<file path="config.mk">
export PLATFORM = sky130hd
export DESIGN_NAME = ftdi_tx_arbiter
export DESIGN_NICKNAME = d
export VERILOG_FILES = /design/src/rtl/ftdi_tx_arbiter_pkg.sv /design/src/rtl/ftdi_tx_arbiter_rr_arbiter.sv /design/src/rtl/ftdi_tx_arbiter.sv
export SDC_FILE = /design/constraint.sdc
export NUM_CORES = 1
export LEC_CHECK = 0
export BUFFER_PORTS_ARGS = -buffer_cell sky130_fd_sc_hd__buf_2
export CORE_ASPECT_RATIO = 1.4
export CORE_MARGIN = 2
export CORE_UTILIZATION = 46
export CTS_CLUSTER_DIAMETER = 60
export CTS_CLUSTER_SIZE = 24
export DETAILED_ROUTE_END_ITERATION = 8
export PLACE_DENSITY = 0.78
export RECOVER_POWER = 100
export SLEW_MARGIN = 20
export SYNTH_ARGS = -nofsm -noshare
export SYNTH_HDL_FRONTEND = slang
export SYNTH_SLANG_ARGS = --single-unit
export TNS_END_PERCENT = 5
</file>
<file path="constraint.sdc">
create_clock -name iClk -period 2.8 [get_ports iClk]
set_input_delay 0.56 -clock iClk [delete_from_list [all_inputs] [get_ports iClk]]
set_output_delay 0.56 -clock iClk [all_outputs]
set_load 0.03 [all_outputs]
</file>
<file path="src/rtl/ftdi_tx_arbiter_pkg.sv">
// Shared definitions for the FT2232H Tx arbiter: FSM state encoding,
// frame header tag and the header builder.
package ftdi_pkg;

    typedef enum logic [1:0] {
        ST_IDLE    = 2'd0,
        ST_HEADER  = 2'd1,
        ST_PAYLOAD = 2'd2,
        ST_CHKSUM  = 2'd3
    } state_e;

    localparam logic [3:0] HDR_TAG = 4'hA;

    // Header byte carries the tag in the high nibble and the source id in the low nibble.
    function automatic logic [7:0] build_header(input logic [3:0] src_id);
        return {HDR_TAG, src_id};
    endfunction

endpackage

</file>
<file path="src/rtl/ftdi_tx_arbiter_rr_arbiter.sv">
// Combinational round-robin pick: first requester at or after the pointer,
// wrapping from NUM_SRC-1 back to 0. The pointer register lives in the caller.
module rr_arbiter
    import ftdi_pkg::*;
#(
    parameter int NUM_SRC = 2
) (
    input  logic [NUM_SRC-1:0] req_i,
    input  logic [3:0]         ptr_i,
    output logic [NUM_SRC-1:0] gnt_o,
    output logic [3:0]         id_o,
    output logic               valid_o
);

    // Two passes: requesters at/after the pointer first, then the wrapped ones below it.
    always_comb begin
        gnt_o   = '0;
        id_o    = '0;
        valid_o = 1'b0;
        for (int i = 0; i < NUM_SRC; i++) begin
            if (!valid_o && req_i[i] && (i >= int'(ptr_i))) begin
                valid_o  = 1'b1;
                gnt_o[i] = 1'b1;
                id_o     = 4'(i);
            end
        end
        for (int i = 0; i < NUM_SRC; i++) begin
            if (!valid_o && req_i[i]) begin
                valid_o  = 1'b1;
                gnt_o[i] = 1'b1;
                id_o     = 4'(i);
            end
        end
    end

endmodule

</file>
<file path="src/rtl/ftdi_tx_arbiter.sv">
// Packet-level round-robin arbiter feeding the FT2232H Tx FIFO.
// Frame: header {A, src_id}, payload (cut at MAX_LEN), optional XOR checksum.
// Optional feature macro: FTDI_TX_CHKSUM_EN adds the trailing checksum byte.
//
// state   | meaning
// --------+-----------------------------------------------------------
// IDLE    | no packet; pick next source round-robin when enabled
// HEADER  | write {A, gnt_id}; stall while FIFO full
// PAYLOAD | forward granted source bytes until last or MAX_LEN
// CHKSUM  | write XOR of header and payload (checksum build only)
module ftdi_tx_arbiter
    import ftdi_pkg::*;
#(
    parameter int NUM_SRC = 2,
    parameter int MAX_LEN = 64
) (
    input  logic                   iClk,
    input  logic                   iRst_n,
    input  logic                   iEn,
    input  logic [NUM_SRC-1:0]     iSrcValid,
    input  logic [8*NUM_SRC-1:0]   iSrcData,
    input  logic [NUM_SRC-1:0]     iSrcLast,
    output logic [NUM_SRC-1:0]     oSrcReady,
    output logic                   oTxWrEn,
    output logic [7:0]             oTxData,
    input  logic                   iTxWrFull,
    output logic                   oBusy,
    output logic [3:0]             oGntId,
    output logic                   oTrunc
);

    localparam int         CNT_W   = $clog2(MAX_LEN + 1);
    localparam logic [4:0] LAST_ID = 5'(NUM_SRC - 1);

    state_e               state_q, state_d;
    logic [3:0]           ptr_q, ptr_d;
    logic [3:0]           gnt_id_q, gnt_id_d;
    logic [NUM_SRC-1:0]   gnt_q, gnt_d;
    logic [CNT_W-1:0]     cnt_q, cnt_d;
    logic                 trunc_q, trunc_d;
`ifdef FTDI_TX_CHKSUM_EN
    logic [7:0]           chk_q, chk_d;
`endif

    logic [NUM_SRC-1:0]   arb_gnt;
    logic [3:0]           arb_id;
    logic                 arb_valid;

    logic [7:0]           sel_data;
    logic                 sel_valid;
    logic                 sel_last;
    logic                 byte_wr;
    logic                 at_max;
    logic [3:0]           ptr_next;

    rr_arbiter #(
        .NUM_SRC (NUM_SRC)
    ) u_rr (
        .req_i   (iSrcValid),
        .ptr_i   (ptr_q),
        .gnt_o   (arb_gnt),
        .id_o    (arb_id),
        .valid_o (arb_valid)
    );

    // Mux the granted source's byte, valid and last using the latched one-hot grant.
    always_comb begin
        sel_data  = '0;
        sel_valid = 1'b0;
        sel_last  = 1'b0;
        for (int i = 0; i < NUM_SRC; i++) begin
            if (gnt_q[i]) begin
                sel_data  = iSrcData[8*i +: 8];
                sel_valid = iSrcValid[i];
                sel_last  = iSrcLast[i];
            end
        end
    end

    assign byte_wr  = (state_q == ST_PAYLOAD) && sel_valid && !iTxWrFull;
    assign at_max   = (cnt_q == CNT_W'(MAX_LEN - 1));
    assign ptr_next = ({1'b0, gnt_id_q} == LAST_ID) ? 4'd0 : gnt_id_q + 4'd1;

    // Next-state and FIFO/handshake outputs; every output defaults to idle values.
    always_comb begin
        state_d   = state_q;
        ptr_d     = ptr_q;
        gnt_id_d  = gnt_id_q;
        gnt_d     = gnt_q;
        cnt_d     = cnt_q;
        trunc_d   = 1'b0;
`ifdef FTDI_TX_CHKSUM_EN
        chk_d     = chk_q;
`endif
        oSrcReady = '0;
        oTxWrEn   = 1'b0;
        oTxData   = '0;

        case (state_q)
            ST_IDLE: begin
                if (iEn && arb_valid) begin
                    gnt_d    = arb_gnt;
                    gnt_id_d = arb_id;
                    cnt_d    = '0;
                    state_d  = ST_HEADER;
                end
            end
            ST_HEADER: begin
                oTxData = build_header(gnt_id_q);
                oTxWrEn = !iTxWrFull;
                if (!iTxWrFull) begin
`ifdef FTDI_TX_CHKSUM_EN
                    chk_d = build_header(gnt_id_q);
`endif
                    state_d = ST_PAYLOAD;
                end
            end
            ST_PAYLOAD: begin
                oSrcReady = iTxWrFull ? '0 : gnt_q;
                oTxData   = sel_data;
                oTxWrEn   = byte_wr;
                if (byte_wr) begin
                    cnt_d = cnt_q + CNT_W'(1);
`ifdef FTDI_TX_CHKSUM_EN
                    chk_d = chk_q ^ sel_data;
`endif
                    if (sel_last || at_max) begin
                        // A last marker on the final allowed byte is a normal end, not a cut.
                        trunc_d = !sel_last;
                        ptr_d   = ptr_next;
`ifdef FTDI_TX_CHKSUM_EN
                        state_d = ST_CHKSUM;
`else
                        state_d = ST_IDLE;
`endif
                    end
                end
            end
            ST_CHKSUM: begin
`ifdef FTDI_TX_CHKSUM_EN
                oTxData = chk_q;
                oTxWrEn = !iTxWrFull;
                if (!iTxWrFull) begin
                    state_d = ST_IDLE;
                end
`else
                state_d = ST_IDLE;
`endif
            end
            default: state_d = ST_IDLE;
        endcase
    end

    // State and datapath registers, cleared asynchronously.
    always_ff @(posedge iClk or negedge iRst_n) begin
        if (!iRst_n) begin
            state_q  <= ST_IDLE;
            ptr_q    <= '0;
            gnt_id_q <= '0;
            gnt_q    <= '0;
            cnt_q    <= '0;
            trunc_q  <= 1'b0;
`ifdef FTDI_TX_CHKSUM_EN
            chk_q    <= '0;
`endif
        end else begin
            state_q  <= state_d;
            ptr_q    <= ptr_d;
            gnt_id_q <= gnt_id_d;
            gnt_q    <= gnt_d;
            cnt_q    <= cnt_d;
            trunc_q  <= trunc_d;
`ifdef FTDI_TX_CHKSUM_EN
            chk_q    <= chk_d;
`endif
        end
    end

    assign oBusy  = (state_q != ST_IDLE);
    assign oGntId = gnt_id_q;
    assign oTrunc = trunc_q;

endmodule

</file>
==> metrics.csv <==
metric,value,unit
area_growth,22.1,%
p_sw,584,uW
r2r_end,cnt_q[6],
cts_buffer_depth,2,
htree_num_levels,1,
final_common_cell,buf_2,
cts_tree,yes,
die-area,2470,um2
p_comb_share,56.5,%
rows,19,
cts_setup_buffers,0,
yosysSeqAreaShare,36.6,%
critPathMaxStageDelay,0.42,ns
final_antenna_net_count,0,
synthArstFlopShare,100,%
max-slew-margin-rel,47.7,%
syn_inst,113,
finalSetupTns,0,ns
nFillCells,183,
drive_gt1_share,21.1,%
hp-class,in2async,
path_class,reg2out,
initial_core_util,48.5,%
reg2reg_slack,0.61,ns
synth-edff-count,0,
antenna_found_initial,0,
cts_resized,0,
clock-root-buffer,clkbuf_4,
powerDensity,1010,nW/um2
syn_area,957,um2
period_needed,2.45,ns
worstSetupStartpointType,flip-flop,
grt_max_degree,16,
status,"finished, final reports clean",
die_w,42.6,um
layout_common_cells,"buf_2, nand2_1, dfrtp_1, clkbuf_1, nor2_1",
cp_max_fo,13,
clock_sinks,14,
finalWeightedCongestion,0.850,
reg2regPathDepth,8,
wl,2.25,mm
p_total,1180,uW
viasPerCell,5.56,
synth-main-ff-cell,dfrtp_1,
grt_pass1_vias,933,
place_hpwl,1.83,mm
clkSlewWorstSetupHoldPaths,0.08,ns
drtIter0Drc,25,
io_buffers,37,
multi_input_area,554,um2
finish.net_count,183,
dieHeight,58.0,um
crit_top_cell,inv_1,
wire_per_inst,13.0,um
seq_area,350,um2
finalClockSkew,0.00621,ns
timing.final.crit_share,87.4,%
clock.fmax,408,MHz
clk_latency,0.29,ns
r2r-start,state_q[0],
crit_required,2.24,ns
p_leak,0.000554,uW
drv_slew,0,
path_cells,"inv_1, ha_1, buf_4, inv_1, nor3_1, clkbuf_1",
hold_viol_final,0,
p_int,593,uW
num_io_pins,41,
ys_ff_latch,14,
vias,962,
grt_usage,19.7,%
cpMaxStageDelayCell,dfrtp_1,
grt_pass1_wl,3.73,mm
worstMarginPinSlew,0.785,ns
cap_violations,0,
diodes,0,
yosysWarnings,0,
dr.pass1.iters,5,
core-area,1970,um2
finalSetupViolCount,0,
yosysUniqueCellTypes,36,
cp-end-kind,output pin,
ir_drop,0.604,mV
rsz0062_at_grt,false,
drc_errors,0,
hold_buffers,0,
cts_buffers,3,
power.clock.fraction,12.4,%
p_seq_share,31.1,%
syn_area_per_cell,8.47,um2
worstPathArrival,1.89,ns
switching_share,49.6,%
overflow,0,
==> sequential cells by signal (all words and copies together) (netlist names) <==
register / count
state_q: 2
oGntId: 1
oTrunc: 1
gnt_q: 2
ptr_q: 1
cnt_q: 7
==> worst max path at each step <==
stage                           from            to  cells past startpoint
final                     state_q[0]  oSrcReady[0]                      6
after detailed placement  state_q[0]    state_q[0]                      7
after global routing      state_q[0]    oTxData[7]                      5
after floorplan           state_q[0]    oTxData[0]                      5
after CTS                 state_q[0]       oTxWrEn                      6
after global placement    state_q[0]    state_q[0]                      7
==> synthesized netlist by cell type, types with 3 or more instances <==
cell type	number	area, um2
nand3_1	6	30.0
dfrtp_1	14	350
a22oi_1	7	52.6
buf_4	3	22.5
o21ai_0	5	25.0
o21ai_1	4	20.0
inv_1	5	18.8
ha_1	6	75.1
nand2_1	19	71.3
nor2_1	8	30.0
==> area by class of cell <==
cell class / count / share of cell area [%]
clock buffer: 4 / 3.10
tap: 21 / 2.25
sequential: 14 / 30.0
multi-input combinational: 90 / 47.4
inverter: 5 / 1.61
timing repair buffer: 39 / 15.6
==> kinds of logic (layout without fill, tap and decap cells) <==
logic type / Yosys count / after routing / synth area share, %
other: 1 / 3 / 0.392
DFF: 14 / 14 / 36.6
muxes: 2 / 2 / 2.35
buffers and inverters: 11 / 48 / 5.62
and+or+nand+nor: 49 / 49 / 24.8
AOI/OAI and AO/OA: 30 / 30 / 22.4
adders and majority gates: 6 / 6 / 7.84
==> metal layers <==
layer  vias up  routed length [um]  global-route usage [%]
met2        42                1160                    35.4
li1        478                   -                       -
met3         5                 116                    3.12
met5         -                   0                       0
met4         0                  46                    7.59
met1       437                 926                    23.1
==> critical path, delay by kind of cell, from the launching register on <==
family / cells / cell delay [ns]
and+or+nand+nor: 1 / 0.26
DFF: 1 / 0.42
adders and majority gates: 1 / 0.19
buffers and inverters: 4 / 0.74
==> metrics by stage <==
stage | hold WS (ns) | utilization, % | instance area (um2) | cells | worst slack [ns]
after floorplan | 0.264 | - | 965 | 115 | 0.313
after global placement | 0.465 | 58.6 | 1160 | 169 | 0.793
after detailed placement | 0.473 | 58.6 | 1160 | 169 | 0.693
after CTS | 0.159 | 60.4 | 1190 | 173 | 0.448
after global routing | 0.382 | 59.2 | 1170 | 173 | 0.203
final | 0.304 | 59.2 | 1170 | 173 | 0.351
==> power by group through the flow <==
stage / Sequential (uW) / Clock, uW / Combinational (uW)
after floorplan: 349 / 0 / 526
after CTS: 367 / 150 / 693
after global placement: 368 / 0 / 671
after detailed placement: 371 / 0 / 690
after global routing: 380 / 161 / 743
final: 366 / 146 / 665
Note: power is estimated with default switching activity, not from simulation.
